==> src/rtl/axi_lite_pkg.sv <==
// Shared AXI4-Lite definitions: response codes, master FSM encoding and the
// address-alignment helper.
package axi_lite_pkg;

  localparam logic [1:0] RESP_OKAY   = 2'b00;
  localparam logic [1:0] RESP_EXOKAY = 2'b01;
  localparam logic [1:0] RESP_SLVERR = 2'b10;
  localparam logic [1:0] RESP_DECERR = 2'b11;

  typedef enum logic [2:0] {
    S_IDLE    = 3'd0,
    S_WR      = 3'd1,
    S_WR_RESP = 3'd2,
    S_RD_ADDR = 3'd3,
    S_RD_DATA = 3'd4,
    S_RESP    = 3'd5
  } state_t;

  // Ceiling log2; clogb2(1) = 0.
  function automatic int clogb2(input int value);
    int result;
    result = 0;
    for (int i = 0; i < 31; i++) begin
      if ((1 << i) < value) result = i + 1;
    end
    return result;
  endfunction

endpackage

==> src/rtl/axi_lite_master.sv <==
// Single-outstanding AXI4-Lite initiator: one command in, one held response out,
// with a saturating counter of non-OKAY responses.
module axi_lite_master
  import axi_lite_pkg::*;
#(
  parameter int          ADDR_WIDTH    = 32,
  parameter int          DATA_WIDTH    = 32,
  parameter logic [2:0]  PROT_VALUE    = 3'b000,
  parameter int          ERR_CNT_WIDTH = 16
) (
  input  logic                      AXI_ACLK,
  input  logic                      AXI_ARESET,
  input  logic                      cmd_valid,
  output logic                      cmd_ready,
  input  logic                      cmd_write,
  input  logic [ADDR_WIDTH-1:0]     cmd_addr,
  input  logic [DATA_WIDTH-1:0]     cmd_wdata,
  input  logic [DATA_WIDTH/8-1:0]   cmd_wstrb,
  output logic                      rsp_valid,
  input  logic                      rsp_ready,
  output logic                      rsp_write,
  output logic [DATA_WIDTH-1:0]     rsp_rdata,
  output logic [1:0]                rsp_resp,
  output logic [ERR_CNT_WIDTH-1:0]  err_count,
  output logic [ADDR_WIDTH-1:0]     AXI_AWADDR,
  output logic [2:0]                AXI_AWPROT,
  output logic                      AXI_AWVALID,
  input  logic                      AXI_AWREADY,
  output logic [DATA_WIDTH-1:0]     AXI_WDATA,
  output logic [DATA_WIDTH/8-1:0]   AXI_WSTRB,
  output logic                      AXI_WVALID,
  input  logic                      AXI_WREADY,
  input  logic [1:0]                AXI_BRESP,
  input  logic                      AXI_BVALID,
  output logic                      AXI_BREADY,
  output logic [ADDR_WIDTH-1:0]     AXI_ARADDR,
  output logic [2:0]                AXI_ARPROT,
  output logic                      AXI_ARVALID,
  input  logic                      AXI_ARREADY,
  input  logic [DATA_WIDTH-1:0]     AXI_RDATA,
  input  logic [1:0]                AXI_RRESP,
  input  logic                      AXI_RVALID,
  output logic                      AXI_RREADY
);

  localparam int ADDR_LSB = clogb2(DATA_WIDTH / 8);
  localparam logic [ADDR_WIDTH-1:0] ADDR_MASK =
    ~((ADDR_WIDTH'(1) << ADDR_LSB) - ADDR_WIDTH'(1));

  state_t state_reg;

  assign AXI_AWPROT = PROT_VALUE;
  assign AXI_ARPROT = PROT_VALUE;

  function automatic logic [ERR_CNT_WIDTH-1:0] err_next(
    input logic [ERR_CNT_WIDTH-1:0] count,
    input logic [1:0]               resp
  );
    if (resp != RESP_OKAY && count != {ERR_CNT_WIDTH{1'b1}})
      return count + ERR_CNT_WIDTH'(1);
    return count;
  endfunction

  always_ff @(posedge AXI_ACLK) begin
    if (AXI_ARESET) begin
      state_reg   <= S_IDLE;
      cmd_ready   <= 1'b0;
      rsp_valid   <= 1'b0;
      rsp_write   <= 1'b0;
      rsp_rdata   <= '0;
      rsp_resp    <= '0;
      err_count   <= '0;
      AXI_AWADDR  <= '0;
      AXI_AWVALID <= 1'b0;
      AXI_WDATA   <= '0;
      AXI_WSTRB   <= '0;
      AXI_WVALID  <= 1'b0;
      AXI_BREADY  <= 1'b0;
      AXI_ARADDR  <= '0;
      AXI_ARVALID <= 1'b0;
      AXI_RREADY  <= 1'b0;
    end else begin
      case (state_reg)
        S_IDLE: begin
          if (cmd_valid && cmd_ready) begin
            cmd_ready <= 1'b0;
            if (cmd_write) begin
              AXI_AWADDR  <= cmd_addr & ADDR_MASK;
              AXI_WDATA   <= cmd_wdata;
              AXI_WSTRB   <= cmd_wstrb;
              AXI_AWVALID <= 1'b1;
              AXI_WVALID  <= 1'b1;
              state_reg   <= S_WR;
            end else begin
              AXI_ARADDR  <= cmd_addr & ADDR_MASK;
              AXI_ARVALID <= 1'b1;
              state_reg   <= S_RD_ADDR;
            end
          end else begin
            cmd_ready <= 1'b1;
          end
        end
        S_WR: begin
          // AW and W complete independently; leave once neither is still pending.
          if (AXI_AWVALID && AXI_AWREADY) AXI_AWVALID <= 1'b0;
          if (AXI_WVALID && AXI_WREADY) AXI_WVALID <= 1'b0;
          if ((!AXI_AWVALID || AXI_AWREADY) && (!AXI_WVALID || AXI_WREADY)) begin
            AXI_BREADY <= 1'b1;
            state_reg  <= S_WR_RESP;
          end
        end
        S_WR_RESP: begin
          if (AXI_BVALID) begin
            AXI_BREADY <= 1'b0;
            rsp_write  <= 1'b1;
            rsp_rdata  <= '0;
            rsp_resp   <= AXI_BRESP;
            err_count  <= err_next(err_count, AXI_BRESP);
            rsp_valid  <= 1'b1;
            state_reg  <= S_RESP;
          end
        end
        S_RD_ADDR: begin
          if (AXI_ARREADY) begin
            AXI_ARVALID <= 1'b0;
            AXI_RREADY  <= 1'b1;
            state_reg   <= S_RD_DATA;
          end
        end
        S_RD_DATA: begin
          if (AXI_RVALID) begin
            AXI_RREADY <= 1'b0;
            rsp_write  <= 1'b0;
            rsp_rdata  <= AXI_RDATA;
            rsp_resp   <= AXI_RRESP;
            err_count  <= err_next(err_count, AXI_RRESP);
            rsp_valid  <= 1'b1;
            state_reg  <= S_RESP;
          end
        end
        S_RESP: begin
          if (rsp_ready) begin
            rsp_valid <= 1'b0;
            cmd_ready <= 1'b1;
            state_reg <= S_IDLE;
          end
        end
        default: state_reg <= S_IDLE;
      endcase
    end
  end

endmodule

==> config.mk <==
export PLATFORM = sky130hd
export DESIGN_NAME = axi_lite_master
export DESIGN_NICKNAME = d
export VERILOG_FILES = /design/src/rtl/axi_lite_pkg.sv /design/src/rtl/axi_lite_master.sv
export SDC_FILE = /design/constraint.sdc
export NUM_CORES = 1
export LEC_CHECK = 0
export BUFFER_PORTS_ARGS = -buffer_cell sky130_fd_sc_hd__buf_2
export CAP_MARGIN = 10
export CORE_MARGIN = 4
export CORE_UTILIZATION = 43
export CTS_BUF_LIST = sky130_fd_sc_hd__clkbuf_2
export CTS_CLUSTER_DIAMETER = 40
export CTS_CLUSTER_SIZE = 12
export DETAILED_ROUTE_END_ITERATION = 7
export PLACE_DENSITY = 0.78
export SKIP_CTS_REPAIR_TIMING = 1
export SYNTH_ARGS = -nofsm -noshare
export SYNTH_HDL_FRONTEND = slang
export SYNTH_SLANG_ARGS = --single-unit
==> constraint.sdc <==
create_clock -name AXI_ACLK -period 1.8 [get_ports AXI_ACLK]
set_input_delay 0.36 -clock AXI_ACLK [delete_from_list [all_inputs] [get_ports AXI_ACLK]]
set_output_delay 0.36 -clock AXI_ACLK [all_outputs]
set_load 0.01 [all_outputs]
=== Word level (Yosys, flattened, before mapping) ===
Cells that the tools add are included.

* Bits in registers: 157
* Input bits: 114
* Output and inout port bits: 164
* Word-level logic and storage cells: 121

* Add/subtract/negate cells: 1
* Equal/unequal tests: 18
* Muxes and demuxes: 53
* Bitwise logic cells: 1
* Reductions and logical operators: 32

{| class="wikitable"
|+ Operator list
! kind !! number
|-
| $mux 16 || 6
|-
| $mux 32 || 2
|-
| $pmux 32 s2 || 1
|-
| $pmux 16 s2 || 1
|-
| $mux 1 || 24
|-
| $ne 2x2->1 const B || 12
|-
| $mux 3 || 6
|-
| $pmux 3 s6 || 1
|-
| $add 16x1->16 const B || 1
|-
| $ne 16x16->1 const B || 1
|-
| $reduce_and 4->1 || 4
|-
| $reduce_bool 2->1 || 8
|-
| $reduce_and 3->1 || 5
|-
| $pmux 1 s2 || 7
|-
| $eq 3x2->1 const B || 2
|-
| $eq 3x3->1 const B || 2
|-
| $logic_and 1x1->1 || 6
|-
| $mux 2 || 3
|-
| $reduce_and 6->1 || 1
|-
| $reduce_and 5->1 || 1
|-
| $pmux 2 s2 || 1
|-
| $eq 3x1->1 const B || 1
|-
| $logic_not 3->1 || 1
|-
| $pmux 1 s3 || 1
|-
| 5 further kinds || 7
|}

=== Longest topological paths before layout ===
Gate-level depths: netlist of the first run.

* Depth after elaboration: 9
* Depth in mapped cells: 8
* Gate-level depth less buffers: 6

=== Worst setup path before layout of the first run ===
OpenSTA, ideal clock, no wires.

* Path kind: reg-to-reg
* From: register err_count[0]
* To: register err_count[1]
* Arrival time: 1.693 ns
* Data required time: 1.672 ns
* Setup slack: -0.020 ns
* Cell stages (with the launch flop): 9
* Path buffers: 2
* Period minus slack after synthesis: 1.820 ns
* Cell sequence: dfxtp_1 -> ha_1 -> and3_1 -> nand4_1 -> o211ai_1 -> buf_2 -> buf_2 -> mux2i_1 -> nor2_1

* Word-level cells in the longest chain between the ends: 8
* Elaborated cells on any way between the ends: 22

{| class="wikitable"
|+ RTL lines
! element !! RTL line !! RTL
|-
| start: declaration || axi_lite_master.sv:24 || <nowiki>output logic [ERR_CNT_WIDTH-1:0] err_count,</nowiki>
|-
| start signal: assignment || axi_lite_master.sv:118 || <nowiki>err_count <= err_next(err_count, AXI_BRESP);</nowiki>
|-
| start signal: assignment || axi_lite_master.sv:136 || <nowiki>err_count <= err_next(err_count, AXI_RRESP);</nowiki>
|-
| branches (longest 8 deep; another with $add 16x1->16) || -- ||
|}

Parallel ways; which one is timed is not known. The select of a mux whose other input is x is not followed.
A chain may end at the register's enable or synchronous reset.

=== Worst setup path after layout of the first run ===
* From: register err_count[0]
* To: register err_count[11]

The elaborated chain is that of the path after synthesis.

==> results of run 1 <==
## power by group
| part | internal, uW | switching (uW) | total [uW] |
|---|---|---|---|
| combinational | 1190 | 1320 | 2510 |
| clock | 623 | 1210 | 1830 |
| sequential | 3800 | 184 | 3990 |
## cell type report
class                      instances  share of cell area
clock buffer                      19             0.01052
clock inverter                    12             0.01356
inverter                           4            0.001661
multi-input combinational        498              0.2739
sequential                       157              0.3496
tap                              176             0.02436
timing repair buffer             418              0.3265
## logic make-up (layout without fill, tap and decap cells)
logic type | Yosys count | in the layout | synth area share
muxes | 4 | 4 | 0.007091
DFF | 157 | 157 | 0.5397
adders and majority gates | 1 | 1 | 0.002148
other | 1 | 10 | 0.0006440
xor gates and xnor gates | 2 | 2 | 0.003009
AOI/OAI and AO/OA | 177 | 177 | 0.1749
buffers and inverters | 66 | 453 | 0.05221
and+or+nand+nor | 304 | 304 | 0.2202
## synthesized netlist by cell type, drive strengths merged, types with 6 or more instances
cell type    n  area [um^2]
nand3        7        35.03
a22oi       32        240.2
or4          9        67.56
o21ai        6        30.03
nand2      209        784.5
nor2b        8        50.05
dfxtp      157         3143
buf         24        146.4
clkbuf      38        142.6
a21oi      120        600.6
or3          6        37.54
nor2        48        180.2
o31ai        8        60.06
## metal layers
metal / part of all wire / routed length, um / vias up / GRT usage
met5: 0 / 0 / - / 0
met4: 0.032 / 642 / 0 / 0.07672
met3: 0.069 / 1377 / 52 / 0.06732
met2: 0.50 / 10010 / 304 / 0.3461
met1: 0.40 / 7867 / 3000 / 0.2454
li1: - / - / 3149 / -
## per-stage QoR
stage                 util  hold WS, ns
detailed placement  0.5743       0.4439
CTS                 0.5907      -0.2455
global route        0.6827     0.007929
floorplan                -       0.4557
global placement    0.5743       0.4386
finish              0.6827      0.03780
## worst register-to-register path: stages (launching register included)
cell and delay (ns):
dfxtp_2 0.38, ha_1 0.21, and3_1 0.20, nand4_1 0.08, o211ai_1 0.12, buf_12 0.19, or4_1 0.49, a21oi_1 0.15
## path summary, 6_finish.rpt
kind	end	from	cells past startpoint	slack, ns
max reg2reg	err_count[11]$_SDFFE_PP0P_	err_count[0]$_SDFFE_PP0P_	7	-0.09
max	err_count[11]$_SDFFE_PP0P_	err_count[0]$_SDFFE_PP0P_	7	-0.09
min reg2reg	AXI_WDATA[31]$_SDFFE_PP0P_	AXI_WDATA[31]$_SDFFE_PP0P_	2	0.46
min	rsp_resp[1]$_SDFFE_PP0P_	AXI_BRESP[1]	5	0.04
==> flow_summary_export.csv, run 1 <==
group,metric,value,unit
setup_path,cp-end-kind,"flop",
power_and_ir_drop,finalPower,8334,uW
logic_synthesis,ys_seq_area_frac,0.5398,
grt,grt_start_max_net_pins,39,
sta,fin_setup_tns,-0.3355,ns
routing,drt_first_iter_violations,402,
floorplanning,die_y,124.4,um
sta,fin_skew,0.03018,ns
placed_design,io_buffers,265,
cts,clkTransAtPathRegs,0.23,ns
layout,area.sequential,3161,um^2
grt,grt_pass1_vias,5363,
layout,layout_commonest_cell,"buf_2",
grt,antenna_found_initial,0,
setup_path,crit_arrival,2.52,ns
cts,numCtsBuffers,17,
status,status,"complete, but fails checks",
grt,grt_overflow,0,
sta,setup_slack,-0.08707,ns
cts,cts_sinks,157,
status,violations,"setup timing",
setup_path,crit_buf_inv,1,
routing,vias,6505,
hold_path,hold_class,"input pin to flop",
placed_design,place_inst,1145,
power_and_ir_drop,leakage,0.003997,uW
logic_synthesis,synth.avg_cell_area,8.178,um^2
setup_path,start_kind,"flop",
power_and_ir_drop,vdd_ir_drop_max,0.4962,mV
placed_design,gp_congestion,0.8387,
cts,clock-root-buffer,"clkbuf_2",
setup_path,crit_required,2.43,ns
layout,largest_registers,"AXI_WDATA: 32 flops, rsp_rdata: 32 flops",
cts,clock_path_buffers,2,
layout,finalInstanceArea,9041,um^2
grt,grt_pass1_wl,26.52,mm
routing,drt-pass1-iter-count,7,
setup_path,path_class,"flop to flop",
floorplanning,dieArea,15470,um^2
setup_path,slowest_delay,0.49,ns
placed_design,place_ws,-0.05126,ns
sta,layout_min_cycle_time,1.887,ns
routing,antenna_left,0,
layout,diodes,0,
grt,grt_use_total,0.2060,
setup_path,crit_family,"simple AND/OR/NAND/NOR gates",
sta,final_hold_viol_count,0,
power_and_ir_drop,powerDensity,921.8,nW/um^2
sta,timing.final.crit_share,1.048,
logic_synthesis,netlist_instances,712,
logic_synthesis,async_flop_share,0,
logic_synthesis,yosysWarnings,0,
routing,drc_errors,0,
layout,final_cells,1284,
floorplanning,pin_count,278,
layout,finalNetCount,1211,
logic_synthesis,synth_edf_count,0,
floorplanning,rows,42,
layout,final_cell_mix,"259 x buf_2, 208 x nand2_1, 147 x dfxtp_1, 118 x a21oi_1, 105 x dlygate4sd3_1",
layout,num-fill-cells,1026,
placed_design,place_area,7605,um^2
floorplanning,start_util,0.4397,
logic_synthesis,synth_cell_types,40,
setup_path,worstPathMaxFanout,27,
logic_synthesis,synth_area,5823,um^2
cts,h-tree-depth,4,
logic_synthesis,yosys_most_used_dff,"dfxtp_1",
cts,cts_tree,"yes",
layout,area_delta_synth_final,55.26,%
sta,timing.fmax,0.5299,GHz
setup_path,path_cells,"ha_1 > and3_1 > nand4_1 > o211ai_1 > buf_12 > or4_1 > a21oi_1",
routing,wl_per_cell,15.50,um
placed_design,hpwlAfterDp,11.90,mm
sta,slew_viol_final,0,
floorplanning,coreArea,13240,um^2
setup_path,cpMaxStageDelayCell,"or4_1",
cts,clkLatencyLatePin,0.69,ns
job,drv_cap,0,
routing,via_per_inst,5.066,
floorplanning,die_w,124.4,um
layout,multi_input_area,2476,um^2
sta,setup_viol,6,
routing,routed_wl,19.90,mm
logic_synthesis,synth_seq_cells,157,
layout,drive_gt1_frac,0.3312,
sta,rsz0062_at_grt,"yes",
Power figures use the tool's default switching activity.
==> run 2: changes to the inputs <==
--- a/config.mk
+++ b/config.mk
@@ -7,7 +7,6 @@
 export LEC_CHECK = 0
 export BUFFER_PORTS_ARGS = -buffer_cell sky130_fd_sc_hd__buf_2
 export CAP_MARGIN = 10
-export CORE_MARGIN = 4
 export CORE_UTILIZATION = 43
 export CTS_BUF_LIST = sky130_fd_sc_hd__clkbuf_2
 export CTS_CLUSTER_DIAMETER = 40
==> flow_summary_export.csv, run 2 (synthesis gave the netlist of run 1 again) <==
group,metric,value,unit
layout,finalNetCount,1217,
sta,slew_viol_final,0,
power_and_ir_drop,swShare,0.3141,
sta,rsz0062_at_grt,"yes",
routing,drt-pass1-iter-count,5,
cts,clkLatencyLatePin,0.70,ns
cts,clock_path_buffers,2,
sta,timing.fmax,0.5231,GHz
floorplanning,dieArea,14010,um^2
status,status,"complete, but fails checks",
status,violations,"setup timing",
routing,via_per_inst,5.136,
power_and_ir_drop,clkPwrFrac,0.258,
cts,cts_tree,"yes",
grt,antenna_found_initial,1,
setup_path,worstPathMaxFanout,7,
placed_design,hpwlAfterDp,11.35,mm
routing,routed_wl,20.12,mm
grt,grt_pass1_vias,5459,
power_and_ir_drop,leakage,0.004090,uW
setup_path,cp-end-kind,"flop",
layout,drive_gt1_frac,0.3402,
layout,multi_input_area,2502,um^2
sta,layout_min_cycle_time,1.912,ns
routing,wl_per_cell,15.59,um
layout,area.sequential,3162,um^2
floorplanning,die_w,118.4,um
layout,diodes,0,
sta,timing.final.crit_share,1.062,
layout,finalInstanceArea,9248,um^2
layout,final_cell_mix,"256 x buf_2, 208 x nand2_1, 144 x dfxtp_1, 118 x a21oi_1, 107 x dlygate4sd3_1",
grt,grt_overflow,0,
setup_path,path_class,"flop to flop",
layout,layout_commonest_cell,"buf_2",
power_and_ir_drop,internal_power,6152,uW
power_and_ir_drop,power_switching,2818,uW
routing,drt_first_iter_violations,454,
floorplanning,rows,42,
routing,antenna_left,0,
grt,grt_start_max_net_pins,49,
sta,final_hold_viol_count,0,
sta,setup_slack,-0.1116,ns
layout,num-fill-cells,1021,
grt,grt_use_total,0.2287,
floorplanning,start_util,0.4397,
routing,vias,6626,
setup_path,crit_arrival,2.56,ns
sta,fin_skew,0.02594,ns
setup_path,crit_required,2.45,ns
cts,numCtsBuffers,17,
cts,clkTransAtPathRegs,0.23,ns
job,drv_cap,0,
cts,cts_sinks,157,
placed_design,io_buffers,265,
placed_design,place_ws,-0.05340,ns
cts,h-tree-depth,4,
placed_design,place_area,7595,um^2
power_and_ir_drop,pwr-share-seq,0.444,
cts,clock-root-buffer,"clkbuf_2",
floorplanning,pin_count,278,
grt,grt_pass1_wl,25.66,mm
setup_path,start_kind,"flop",
power_and_ir_drop,powerDensity,969.9,nW/um^2
power_and_ir_drop,comb_power_share,0.298,
floorplanning,die_y,118.4,um
layout,area_delta_synth_final,58.81,%
sta,setup_viol,12,
power_and_ir_drop,vdd_ir_drop_max,0.6324,mV
placed_design,gp_congestion,0.7886,
floorplanning,coreArea,13240,um^2
layout,largest_registers,"AXI_WDATA: 32 flops, rsp_rdata: 32 flops",
layout,post-route-util,0.6983,
routing,drc_errors,0,
hold_path,hold_class,"input pin to flop",
run 2: cell count changes in the layout (fill, tap and decap cells not counted), sizes merged:
cell	previous run	this run
buf	311	314
bufinv	2	5
clkinvlp	5	2
clkbuf	21	23
dlygate4sd3	105	107
clkinv	4	3
run 2: metal layers:
| metal | up-vias | track usage | wire, um |
|---|---|---|---|
| met5 | - | 0 | 15 |
| met3 | 59 | 0.06660 | 1429 |
| li1 | 3159 | - | - |
| met2 | 318 | 0.3963 | 10310 |
| met4 | 2 | 0.09098 | 665 |
| met1 | 3088 | 0.2641 | 7697 |
run 2: cell type report:
cell class                 instances  share of cell area
inverter                           4            0.001624
clock inverter                    11             0.02070
clock buffer                      20             0.01082
sequential                       157              0.3419
timing repair buffer             424              0.3305
tap                              176             0.02381
multi-input combinational        498              0.2706
run 2: through the flow:
step	TNS [ns]	total power [uW]	hold slack, ns	std cells
2_1_floorplan	0	5222	0.4557	721
3_3_place_gp	-0.01874	6139	0.4381	1142
3_5_place_dp	-0.1143	6182	0.4441	1142
4_1_cts	-0.4324	8474	-0.2835	1173
5_1_grt	-1.846	9406	0.01142	1290
6_report	-0.3225	8970	0.04421	1290
run 2: final timing paths:
path / start / to / slack, ns / cells past startpoint
max reg2reg: state_reg[0]$_SDFFE_PP0P_ / err_count[9]$_SDFFE_PP0P_ / -0.11 / 6
min reg2reg: AXI_WDATA[9]$_SDFFE_PP0P_ / AXI_WDATA[9]$_SDFFE_PP0P_ / 0.47 / 2
max: state_reg[0]$_SDFFE_PP0P_ / err_count[9]$_SDFFE_PP0P_ / -0.11 / 6
min: AXI_BRESP[1] / rsp_resp[1]$_SDFFE_PP0P_ / 0.04 / 5
run 2: worst max-delay path, stage by stage, from the launching register on:
cell,delay (ns)
dfxtp_2,0.39
and4bb_2,0.32
a31o_4,0.11
o211ai_1,0.15
clkbuf_16,0.21
or4_1,0.50
a21oi_1,0.17
run 2: power by group through the flow:
stage	logic [uW]	registers (uW)	clock network (uW)
finish	2680	3980	2310
detailed placement	2150	4030	0
CTS	2160	3960	2360
global placement	2120	4020	0
floorplan	1060	4160	0
global route	2890	4020	2500
